### src/rtl/pipelined_addsub_pkg.sv
// Shared definitions for the pipelined adder/subtractor: default geometry,
// chunk-width derivation, configuration check and the result flag bundle.
package pipelined_addsub_pkg;

  localparam int DEF_WIDTH  = 32;
  localparam int DEF_STAGES = 4;

  typedef struct packed {
    logic cout;
    logic zero;
    logic neg;
    logic ovf;
  } flags_t;

  function automatic int chunk_width(input int width, input int stages);
    return width / stages;
  endfunction

  // The operand must split into equal, non-empty chunks, one per stage.
  function automatic bit cfg_ok(input int width, input int stages);
    return (stages >= 1) && (width >= stages) && ((width % stages) == 0);
  endfunction

endpackage

### src/rtl/pipelined_addsub_chunk.sv
// One CHUNK-bit ripple-carry slice. Also exposes the carry into its top bit so
// the final slice can derive signed overflow.
module addsub_chunk #(
  parameter int CHUNK = 8
) (
  input  logic [CHUNK-1:0] a,
  input  logic [CHUNK-1:0] b,
  input  logic             cin,
  output logic [CHUNK-1:0] sum,
  output logic             cout,
  output logic             c_msb
);

  logic [CHUNK:0] c;

  // Plain full-adder ripple across the slice.
  always_comb begin
    sum  = '0;
    c    = '0;
    c[0] = cin;
    for (int i = 0; i < CHUNK; i++) begin
      sum[i]   = a[i] ^ b[i] ^ c[i];
      c[i + 1] = (a[i] & b[i]) | (c[i] & (a[i] ^ b[i]));
    end
  end

  assign cout  = c[CHUNK];
  assign c_msb = c[CHUNK-1];

endmodule

### src/rtl/pipelined_addsub.sv
// Pipelined ripple-carry adder/subtractor. Stage k adds chunk k; the operand
// slices still to be consumed travel alongside the partial result, shrinking by
// one chunk per stage, so each stage register holds only what is still needed.
module pipelined_addsub
  import pipelined_addsub_pkg::*;
#(
  parameter int WIDTH  = DEF_WIDTH,
  parameter int STAGES = DEF_STAGES
) (
  input  logic             clk,
  input  logic             rst_n,
  input  logic             in_valid,
  output logic             in_ready,
  input  logic [WIDTH-1:0] a,
  input  logic [WIDTH-1:0] b,
  input  logic             sub,
  output logic             out_valid,
  input  logic             out_ready,
  output logic [WIDTH-1:0] sum,
  output logic             cout,
  output logic             zero,
  output logic             neg,
  output logic             ovf
);

  localparam int CHUNK = chunk_width(WIDTH, STAGES);

  if (!cfg_ok(WIDTH, STAGES)) begin : g_bad_cfg
    $error("pipelined_addsub: WIDTH must be a non-zero multiple of STAGES");
  end

  logic   adv;
  flags_t flags_q;

  // The whole pipeline moves together unless a finished beat is blocked at the output.
  assign adv      = !out_valid || out_ready;
  assign in_ready = adv;

  for (genvar k = 0; k < STAGES; k++) begin : stg
    localparam int LO  = k * CHUNK;
    localparam int REM = WIDTH - LO;

    logic                v_d;
    logic                c_d;
    logic                co_chunk;
    logic                v_q;
    logic [REM-1:0]      a_cur;
    logic [REM-1:0]      b_cur;
    logic [CHUNK-1:0]    s_chunk;
    logic [LO+CHUNK-1:0] res_d;
    logic [LO+CHUNK-1:0] res_q;

    if (k == 0) begin : src
      // Subtraction is a + ~b + 1: invert b once here and seed the carry.
      assign v_d   = in_valid && in_ready;
      assign c_d   = sub;
      assign a_cur = a;
      assign b_cur = sub ? ~b : b;
      assign res_d = s_chunk;
    end else begin : src
      assign v_d   = stg[k-1].v_q;
      assign c_d   = stg[k-1].fwd.c_q;
      assign a_cur = stg[k-1].fwd.a_q;
      assign b_cur = stg[k-1].fwd.b_q;
      assign res_d = {s_chunk, stg[k-1].res_q};
    end

    // Valid bit and the accumulated low result chunks advance with the pipeline.
    always_ff @(posedge clk or negedge rst_n) begin
      if (!rst_n) begin
        v_q   <= 1'b0;
        res_q <= '0;
      end else if (adv) begin
        v_q   <= v_d;
        res_q <= res_d;
      end
    end

    if (k == STAGES - 1) begin : last
      logic   c_msb;
      flags_t flags_d;

      addsub_chunk #(.CHUNK(CHUNK)) u_chunk (
        .a     (a_cur),
        .b     (b_cur),
        .cin   (c_d),
        .sum   (s_chunk),
        .cout  (co_chunk),
        .c_msb (c_msb)
      );

      // Flags come from the complete sum and the top slice's carries.
      always_comb begin
        flags_d      = '0;
        flags_d.cout = co_chunk;
        flags_d.zero = (res_d == '0);
        flags_d.neg  = res_d[WIDTH-1];
        flags_d.ovf  = c_msb ^ co_chunk;
      end

      // Flags register alongside the final sum so the output beat is fully registered.
      always_ff @(posedge clk or negedge rst_n) begin
        if (!rst_n) begin
          flags_q <= '0;
        end else if (adv) begin
          flags_q <= flags_d;
        end
      end
    end else begin : fwd
      logic                 c_msb_unused;
      logic                 c_q;
      logic [REM-CHUNK-1:0] a_q;
      logic [REM-CHUNK-1:0] b_q;

      addsub_chunk #(.CHUNK(CHUNK)) u_chunk (
        .a     (a_cur[CHUNK-1:0]),
        .b     (b_cur[CHUNK-1:0]),
        .cin   (c_d),
        .sum   (s_chunk),
        .cout  (co_chunk),
        .c_msb (c_msb_unused)
      );

      // Carry and the not-yet-added operand slices move to the next stage.
      always_ff @(posedge clk or negedge rst_n) begin
        if (!rst_n) begin
          c_q <= 1'b0;
          a_q <= '0;
          b_q <= '0;
        end else if (adv) begin
          c_q <= co_chunk;
          a_q <= a_cur[REM-1:CHUNK];
          b_q <= b_cur[REM-1:CHUNK];
        end
      end
    end
  end

  assign out_valid = stg[STAGES-1].v_q;
  assign sum       = stg[STAGES-1].res_q;
  assign cout      = flags_q.cout;
  assign zero      = flags_q.zero;
  assign neg       = flags_q.neg;
  assign ovf       = flags_q.ovf;

endmodule

### config.mk
export PLATFORM = sky130hd
export DESIGN_NAME = pipelined_addsub
export DESIGN_NICKNAME = d
export VERILOG_FILES = /design/src/rtl/pipelined_addsub_pkg.sv /design/src/rtl/pipelined_addsub_chunk.sv /design/src/rtl/pipelined_addsub.sv
export SDC_FILE = /design/constraint.sdc
export NUM_CORES = 1
export LEC_CHECK = 0
export BUFFER_PORTS_ARGS = -buffer_cell sky130_fd_sc_hd__buf_2
export CORE_ASPECT_RATIO = 1.75
export CORE_MARGIN = 5
export CORE_UTILIZATION = 57
export CTS_CLUSTER_DIAMETER = 120
export CTS_CLUSTER_SIZE = 10
export DETAILED_ROUTE_END_ITERATION = 7
export PLACE_DENSITY_LB_ADDON = 0.05
export SYNTH_ARGS = -nofsm -noshare
export SYNTH_HDL_FRONTEND = slang
export SYNTH_SLANG_ARGS = --single-unit
### constraint.sdc
create_clock -name clk -period 4.7 [get_ports clk]
set_input_delay 0.47 -clock clk [delete_from_list [all_inputs] [get_ports clk]]
set_output_delay 0.47 -clock clk [all_outputs]
set_load 0.02 [all_outputs]
==> impl_metrics.json, run 1 <==
{
  "outcome": "completed",
  "cp-start-kind": "flip-flop",
  "max-slew-margin-rel": 0.392,
  "fin_worst_skew_ps": 8.68,
  "tritoncts_clock_tree": "yes",
  "detail_route.vias_per_cell": 4.88,
  "postSynthRegisterBits": 186,
  "worstPathCellList": "fa_1 -> fa_1 -> fa_1 -> fa_1 -> inv_1 -> fa_1 -> inv_1 -> fa_1 -> fa_1 -> inv_1 -> fa_1 -> nor4b_1 -> nand4_1 -> o31ai_1",
  "cts_post_setup_buffers_inserted": 0,
  "power_leakage_nw": 4.77,
  "ctsHtreeMaxLevel": 4,
  "grt_antenna_before_repair": 2,
  "critical_path_arrival_ps": 4570,
  "finalPower_w": 0.00623,
  "setup_tns_ps": 0,
  "drv_slew": 0,
  "cts_buffers": 17,
  "power.share.switching": 0.386,
  "flip_flop_and_latch_area_sq_um": 4650,
  "place_congestion": 0.769,
  "number_of_buffer_and_inverter_stages_on_the_critical_path": 3,
  "critPathMaxStageDelay_ps": 450,
  "grt.total_usage": 0.192,
  "drt-wirelength-per-cell_microns": 13.5,
  "core_region_area_sq_um": 13900,
  "fin_ws_ps": 441,
  "netlist-cell-type-count": 22,
  "via_count_of_the_first_global_routing_pass": 5611,
  "hold_path.class": "in2async",
  "io-pin-count": 107,
  "rr_worst_depth": 14,
  "ant_nets": 0,
  "setup_violations": 0,
  "period_share": 0.906,
  "final_nets": 1027,
  "timing.critical_path.fanout_max": 2,
  "critical_path_required_ps": 5020,
  "first_pass_grt_wire_length_microns": 26100,
  "area_growth_synth_to_finish_pct": 13.6,
  "vias_after_detailed_routing": 5458,
  "sequential_cell_fraction_of_total_power": 0.442,
  "multi_input_logic_area_sq_um": 3010,
  "post-place-ws_ps": 444,
  "timing.final.hold_violations": 0,
  "total_switching_power_w": 0.00240,
  "timing.setup.critical_path_class": "reg2reg",
  "port-buffer-count": 106,
  "maximum_number_of_pins_on_one_net_before_global_route_repair": 119,
  "die_height_microns": 167,
  "final_period_minus_worst_setup_slack_ps": 4260,
  "root_buffer": "clkbuf_16",
  "p_int_w": 0.00383,
  "tritoncts_num_sinks": 186,
  "vdd_drop_max_mv": 0.460,
  "syn_area_sq_um": 8050,
  "worst_slew_pin_slew_ps": 912,
  "floorplan.initialDensity": 0.579,
  "pwr-share-clk": 0.215,
  "drc_errors": 0,
  "die_width_microns": 99.8,
  "cp_slowest_cell": "fa_1",
  "synth_sequential_area_ratio": 0.578,
  "die_area_sq_um": 16700,
  "total_power_per_unit_cell_area_nw_per_um2": 681,
  "grt_setup_unrepaired": "false",
  "yosysWarnings": 0,
  "max_clock_freq_mhz": 235,
  "maximum_buffer_depth_of_the_clock_tree": 2,
  "syn_nets": 941,
  "critical_path.top_delay_family": "adder cells",
  "clock_latency_ps": 420,
  "fp-row-count": 57,
  "grt-ovfl-total": 0,
  "layout.filler_cells": 1203,
  "ctsResizeCount": 0,
  "crit-reg2reg-launch": "stg[2].fwd.c_q",
  "final_layout_size_suffix_gt1_frac": 0.168,
  "reg2reg_setup_slack_ps": 440,
  "drt-initial-drc-count": 218,
  "worst_path_depth": 14,
  "critPathCaptureType": "flip-flop",
  "drt-pass1-iter-count": 4,
  "regToRegEndpoint": "zero",
  "drv_cap": 0,
  "post-dp-hpwl_microns": 10400,
  "clk_transition_reported_paths_ps": 70,
  "comb_power_share": 0.343,
  "drt_wl_total_microns": 15000,
  "postCtsHoldBufs": 0,
  "netlist_instances": 841,
  "critical-path-top-cell-by-count": "fa_1",
  "syn_avg_cell_area_sq_um": 9.57
}
## synth_stat cells, drive strengths merged
master | n | area [sq um]
nor4 | 6 | 37.5
inv | 29 | 111
nor4b | 2 | 17.5
fa | 31 | 621
dfrtp | 186 | 4650
buf | 42 | 265
o31ai | 1 | 7.51
xor2 | 5 | 43.8
nor2 | 15 | 56.3
nor2b | 1 | 8.76
xnor2 | 28 | 245
nand2b | 1 | 6.26
mux2 | 1 | 11.3
o21ai | 35 | 175
nand4 | 2 | 12.5
clkbuf | 3 | 11.3
a21oi | 15 | 120
nand2 | 438 | 1640
## worst max path at each step
stage | slack (ps) | start | to
floorplan | 770 | sub | stg[0].res_q[7]
global placement | 690 | stg[2].fwd.c_q | zero
detailed placement | 440 | stg[2].fwd.c_q | zero
CTS | 430 | stg[2].fwd.c_q | zero
global route | 210 | stg[2].fwd.c_q | zero
finish | 440 | stg[2].fwd.c_q | zero
## per-stage QoR
step	std cells	hold WS (ps)	util	cell area, sq um
2_1_floorplan	841	174	-	8050
3_3_place_gp	1085	445	0.617	8590
3_5_place_dp	1085	451	0.617	8590
4_1_cts	1117	220	0.657	9140
5_1_grt	1118	241	0.658	9150
6_report	1118	148	0.658	9150
## cell usage in the layout (no fill, tap or decap), types with 3 or more instances in the layout
cell	instances
buf_2	105
inv_1	28
inv_6	5
clkbuf_16	17
dfrtp_1	186
xor2_1	5
fa_1	31
nor4_1	6
a21oi_2	12
nand2_1	438
a21oi_1	3
inv_8	5
o21ai_0	35
nor2_1	15
buf_4	6
xnor2_1	28
## state kept, by name (all words and copies together), names as in the netlist, 3 cells and up
name         cells
stg.fwd.b_q     48
stg.res_q       48
stg.v_q          3
stg.fwd.a_q     48
stg.fwd.c_q      3
sum             32
## cell type report
type / count / area share
Timing Repair Buffer: 112 / 0.0639
Clock buffer: 18 / 0.0469
Clock inverter: 14 / 0.0141
Antenna cell: 1 / 0.000274
Sequential cell: 186 / 0.509
Tap cell: 177 / 0.0242
Inverter: 29 / 0.0124
Multi-Input combinational cell: 581 / 0.329
## power groups by stage
stage	logic [W]	clock network, W	registers, W
finish	0.00214	0.00134	0.00275
floorplan	0.00145	0	0.00286
global placement	0.00208	0	0.00274
global route	0.00248	0.00144	0.00285
detailed placement	0.00217	0	0.00278
CTS	0.00218	0.00137	0.00276
## cell families (layout without fill, tap and decap cells)
family / after synthesis / count (layout) / share of synthesized area
and+or+nand+nor: 465 / 465 / 0.222
DFF: 186 / 186 / 0.578
buffers and inverters: 74 / 173 / 0.0482
AOI/OAI and AO/OA: 51 / 51 / 0.0376
xor gates and xnor gates: 33 / 33 / 0.0359
adders and majority gates: 31 / 31 / 0.0771
muxes: 1 / 1 / 0.00140
other: 0 / 1 / 0
## per-layer routing
layer | vias up | GRT usage | share of wire
met1 | 2592 | 0.256 | 0.44
met5 | - | 0 | 0
met3 | 22 | 0.0312 | 0.039
met4 | 0 | 0.0725 | 0.024
li1 | 2739 | - | -
met2 | 105 | 0.316 | 0.50
No activity file was read; power rests on OpenSTA's default activity.
==> run 2, diff against run 1 <==
REMOVE_ABC_BUFFERS = 1   (was default)
==> run 2 against run 1 <==
Effect of this change: clock power about the same; sequential power barely moved; clock skew up 2.1 ps; via count rose by 0.77%; power grew 0.23%; fmax up 3.5%; combinational power about the same; first-iteration DRC count increased by 10%; clock-buffer cell count is 1 higher; sequential share of layout area about the same; global-route usage grew 0.35 points; cell area barely moved; critical path type unchanged; critical endpoint unchanged; largest cell class unchanged; highest routed layer is now met5.
==> impl_metrics.json, run 2 (synthesized netlist as in run 1, its figures left out) <==
{
  "outcome": "completed",
  "final_cell_mix": "nand2_1 (438), dfrtp_1 (186), buf_2 (105)",
  "final_layout_size_suffix_gt1_frac": 0.164,
  "setup_tns_ps": 0,
  "cp-start-kind": "flip-flop",
  "port-buffer-count": 106,
  "maximum_number_of_pins_on_one_net_before_global_route_repair": 182,
  "die_height_microns": 167,
  "die_width_microns": 99.8,
  "drv_cap": 0,
  "drt-pass1-iter-count": 5,
  "max-slew-margin-rel": 0.394,
  "wl_met1_microns": 6400,
  "timing.critical_path.fanout_max": 2,
  "sequential_cell_fraction_of_total_power": 0.441,
  "area_growth_synth_to_finish_pct": 13.7,
  "die_area_sq_um": 16700,
  "utilization": 0.658,
  "layout_commonest_cell": "nand2_1",
  "drt_wl_total_microns": 15400,
  "drc_errors": 0,
  "vdd_drop_max_mv": 0.350,
  "ctsResizeCount": 0,
  "critPathCaptureType": "flip-flop",
  "via_count_of_the_first_global_routing_pass": 5660,
  "tritoncts_num_sinks": 186,
  "grt-ovfl-total": 0,
  "drt-wirelength-per-cell_microns": 13.8,
  "comb_power_share": 0.341,
  "clk_transition_reported_paths_ps": 70,
  "worstPathCellList": "fa_1 -> fa_1 -> fa_1 -> fa_1 -> inv_1 -> fa_1 -> inv_1 -> fa_1 -> fa_1 -> inv_1 -> fa_1 -> nor4b_1 -> nand4_1 -> o31ai_1",
  "largest_registers": "stg.fwd.a_q: 48 flops, stg.fwd.b_q: 48 flops, stg.res_q: 48 flops",
  "fin_hold_ws_ps": 186,
  "setup_violations": 0,
  "layout.filler_cells": 1201,
  "post-place-ws_ps": 584,
  "n_antenna_cell": 0,
  "met2RoutedLength_microns": 8110,
  "postCtsHoldBufs": 0,
  "period_share": 0.875,
  "fin_ws_ps": 586,
  "ant_nets": 0,
  "cts_buffers": 17,
  "detail_route.vias_per_cell": 4.94,
  "grt_antenna_before_repair": 1,
  "post-dp-hpwl_microns": 10200,
  "critical_path_required_ps": 4970,
  "critPathMaxStageDelay_ps": 440,
  "grt.total_usage": 0.196,
  "clock_latency_ps": 420,
  "timing.setup.critical_path_class": "reg2reg",
  "vias_after_detailed_routing": 5500,
  "floorplan.initialDensity": 0.579,
  "number_of_buffer_and_inverter_stages_on_the_critical_path": 3,
  "final_nets": 1027,
  "met3_wirelength_microns": 690,
  "io-pin-count": 107,
  "place_congestion": 0.814,
  "power.share.switching": 0.376,
  "crit-reg2reg-launch": "stg[2].fwd.c_q",
  "fp-row-count": 57,
  "critical_path_arrival_ps": 4380,
  "max_clock_freq_mhz": 243,
  "cp_slowest_cell": "fa_1",
  "worst_slew_pin_slew_ps": 908,
  "fin_worst_skew_ps": 10.8,
  "tritoncts_clock_tree": "yes",
  "core_region_area_sq_um": 13900,
  "critical-path-top-cell-by-count": "fa_1",
  "first_pass_grt_wire_length_microns": 26300,
  "critical_path.top_delay_family": "adder cells",
  "power_leakage_nw": 4.75,
  "cts_post_setup_buffers_inserted": 0,
  "pwr-share-clk": 0.218,
  "root_buffer": "clkbuf_16",
  "ctsHtreeMaxLevel": 4,
  "timing.final.hold_violations": 0,
  "dr.max_layer_used": "met5",
  "grt_setup_unrepaired": "false",
  "launching_element_of_the_worst_setup_path": "stg[2].fwd.c_q",
  "placed_cells": 1085,
  "hold_path.class": "in2async",
  "total_switching_power_w": 0.00235,
  "fin_cells": 1114,
  "p_int_w": 0.00390,
  "drv_slew": 0,
  "total_power_per_unit_cell_area_nw_per_um2": 682,
  "maximum_buffer_depth_of_the_clock_tree": 2,
  "drt-initial-drc-count": 240,
  "final_period_minus_worst_setup_slack_ps": 4110
}
-- run 2: cell types whose count changed in the layout (fill, tap and decap cells not counted), sizes merged --
cell,previous run,this run
bufinv,0,2
diode,1,0
clkbuf,19,20
clkinvlp,2,6
clkinv,3,0
inv,38,31
-- run 2: power groups by stage --
stage / clock network, W / registers, W / logic, W
floorplan: 0 / 0.00287 / 0.00137
global placement: 0 / 0.00275 / 0.00210
detailed placement: 0 / 0.00279 / 0.00217
CTS: 0.00139 / 0.00276 / 0.00218
global route: 0.00145 / 0.00284 / 0.00248
finish: 0.00136 / 0.00276 / 0.00213
-- run 2: final cells by class --
cell class                      instances  area [sq um]  area share
Clock buffer                           19           433      0.0473
Clock inverter                         10           123      0.0134
Inverter                               29           114      0.0124
Multi-Input combinational cell        581          3010       0.329
Sequential cell                       186          4650       0.508
Tap cell                              177           221      0.0242
Timing Repair Buffer                  112           597      0.0652
-- run 2: metal layers --
layer  GRT usage  up-vias
met2       0.339      106
met4      0.0553        2
met5           0        -
li1            -     2725
met3      0.0441       12
met1       0.244     2655
-- run 2: worst paths after layout --
| check | cells after the start | slack [ps] | to |
|---|---|---|---|
| setup / recovery | 14 | 590 | zero |
| setup reg to reg | 14 | 590 | zero |
| min in group clk | 3 | 240 | stg[0].fwd.a_q[12] |
| hold / removal | 1 | 190 | stg[1].fwd.a_q[9] |
| hold reg to reg | 2 | 460 | sum[1] |
| max in group asynchronous | 2 | 3470 | stg[2].res_q[14] |
-- run 2: metrics by stage --
step	cell area [sq um]	power (W)
after floorplan	7770	0.00424
after global placement	8600	0.00485
after detailed placement	8600	0.00495
after CTS	9150	0.00634
after global routing	9150	0.00677
final	9150	0.00625
==> run 3, diff against run 2 <==
MAX_ROUTING_LAYER = met4   (was default)
PLACE_DENSITY = 0.79   (was default)
PLACE_DENSITY_LB_ADDON = default   (was 0.05)
==> run 3 against run 2 <==
Effect of this change: critical endpoint unchanged; first-iteration DRC count grew 17%; fmax shrank 0.83%; register-to-register slack lost 30 ps; core utilization grew 0.40 points; critical path type unchanged; non-clock buffer count grew 1; clock-buffer cell count shrank 1; final cell count grew 0.45%; hold slack gained 1.6 ps; combinational power is essentially flat; setup slack lost 35 ps; sequential cell count is the same; critical path depth is the same.
==> impl_metrics.json, run 3 (synthesized netlist as in run 1, its figures left out) <==
{
  "clk_transition_reported_paths_ps": 80,
  "finish.instance_area_sq_um": 9210,
  "final_period_minus_worst_setup_slack_ps": 4150,
  "fin_hold_ws_ps": 188,
  "port-buffer-count": 106,
  "timing.setup.critical_path_class": "reg2reg",
  "postCtsHoldBufs": 0,
  "timing.final.hold_violations": 0,
  "final_nets": 1028,
  "detail_route.vias_per_cell": 4.92,
  "largest_registers": "stg.fwd.a_q: 48 flops, stg.fwd.b_q: 48 flops, stg.res_q: 48 flops",
  "ctsHtreeMaxLevel": 4,
  "grt.total_usage": 0.203,
  "critPathCaptureType": "flip-flop",
  "period_share": 0.883,
  "place_congestion": 0.809,
  "maximum_buffer_depth_of_the_clock_tree": 2,
  "die_width_microns": 99.8,
  "drv_slew": 0,
  "drt-wirelength-per-cell_microns": 13.7,
  "maximum_number_of_pins_on_one_net_before_global_route_repair": 135,
  "tritoncts_clock_tree": "yes",
  "grt_antenna_before_repair": 1,
  "regToRegEndpoint": "zero",
  "utilization": 0.662,
  "crit-reg2reg-launch": "stg[2].fwd.c_q",
  "floorplan.initialDensity": 0.579,
  "post-dp-hpwl_microns": 10500,
  "vias_after_detailed_routing": 5505,
  "critical_path_arrival_ps": 4470,
  "placed_cells": 1086,
  "tritoncts_num_sinks": 186,
  "vdd_drop_max_mv": 0.284,
  "cts_post_setup_buffers_inserted": 0,
  "grt-ovfl-total": 0,
  "finalPower_w": 0.00634,
  "via_count_of_the_first_global_routing_pass": 5537,
  "drt_wl_total_microns": 15300,
  "rr_worst_depth": 14,
  "fin_worst_skew_ps": 12.0,
  "grt_setup_unrepaired": "false",
  "layout.filler_cells": 1163,
  "ctsResizeCount": 0,
  "clock_latency_ps": 420,
  "io-pin-count": 107,
  "die_height_microns": 167,
  "placed_area_sq_um": 8590,
  "cp-start-kind": "flip-flop",
  "drt-pass1-iter-count": 4,
  "flip_flop_and_latch_area_sq_um": 4650,
  "root_buffer": "clkbuf_16",
  "ant_nets": 0,
  "layout_commonest_cell": "nand2_1",
  "drv_cap": 0,
  "area_growth_synth_to_finish_pct": 14.4,
  "multi_input_logic_area_sq_um": 3010,
  "fp-row-count": 57,
  "drc_errors": 0,
  "die_area_sq_um": 16700,
  "cts_buffers": 17,
  "hold_path.class": "in2async",
  "total_power_per_unit_cell_area_nw_per_um2": 689,
  "critical_path_required_ps": 5020,
  "setup_violations": 0,
  "drt-initial-drc-count": 280,
  "final_layout_size_suffix_gt1_frac": 0.170,
  "timing.critical_path.fanout_max": 2,
  "first_pass_grt_wire_length_microns": 26200,
  "power_leakage_nw": 4.80,
  "reg2reg_setup_slack_ps": 550,
  "worst_slew_pin_slew_ps": 978,
  "core_region_area_sq_um": 13900,
  "outcome": "completed",
  "max-slew-margin-rel": 0.348,
  "max_clock_freq_mhz": 241,
  "final_cell_mix": "nand2_1 (438), dfrtp_1 (186), buf_2 (105)",
  "fin_cells": 1119
}
run 3: cell count changes in the layout (fill, tap and decap cells not counted), sizes merged:
cell / previous run / this run
inv: 31 / 38
clkinv: 0 / 2
diode: 0 / 1
clkinvlp: 6 / 1
clkbuf: 20 / 19
buf: 111 / 112
run 3: worst max path at each step:
stage,start,depth (start not counted),endpoint
6_report,stg[2].fwd.c_q,14,zero
5_1_grt,stg[2].fwd.c_q,14,zero
4_1_cts,stg[2].fwd.c_q,14,zero
3_5_place_dp,stg[2].fwd.c_q,14,zero
3_3_place_gp,stg[2].fwd.c_q,14,zero
2_1_floorplan,out_valid,4,cout
run 3: through the flow:
stage / TNS (ps) / setup WS, ps
3_5_place_dp: 0 / 529
4_1_cts: 0 / 492
6_report: 0 / 552
5_1_grt: 0 / 272
2_1_floorplan: -230330 / -1500
3_3_place_gp: 0 / 677
run 3: report_power, final:
group	leakage (nW)	internal, W	switching (W)	total (W)
clock	0.300	0.000824	0.000643	0.00147
sequential	2.24	0.00231	0.000445	0.00276
combinational	2.26	0.000804	0.00131	0.00212
total	4.80	0.00394	0.00240	0.00634
run 3: layer usage:
metal	GRT usage	wire length [microns]
met3	0.0375	570
met4	0.0660	265
met2	0.340	8420
met1	0.247	6050
met5	-	0
run 3: cell type report:
class | count | share of cell area
inverter | 29 | 0.0124
antenna | 1 | 0.000272
multi-input combinational | 581 | 0.327
sequential | 186 | 0.505
timing repair buffer | 113 | 0.0643
clock buffer | 18 | 0.0477
clock inverter | 14 | 0.0189
tap | 177 | 0.0240
run 3: worst max-delay path, cell delays in order, from the launching register on:
cell     delay [ps]
dfrtp_1         400
fa_1            440
fa_1            390
fa_1            410
fa_1            380
inv_1            70
fa_1            160
inv_1            60
fa_1            370
fa_1            410
inv_1            80
fa_1            180
nor4b_1         280
nand4_1         150
o31ai_1         250
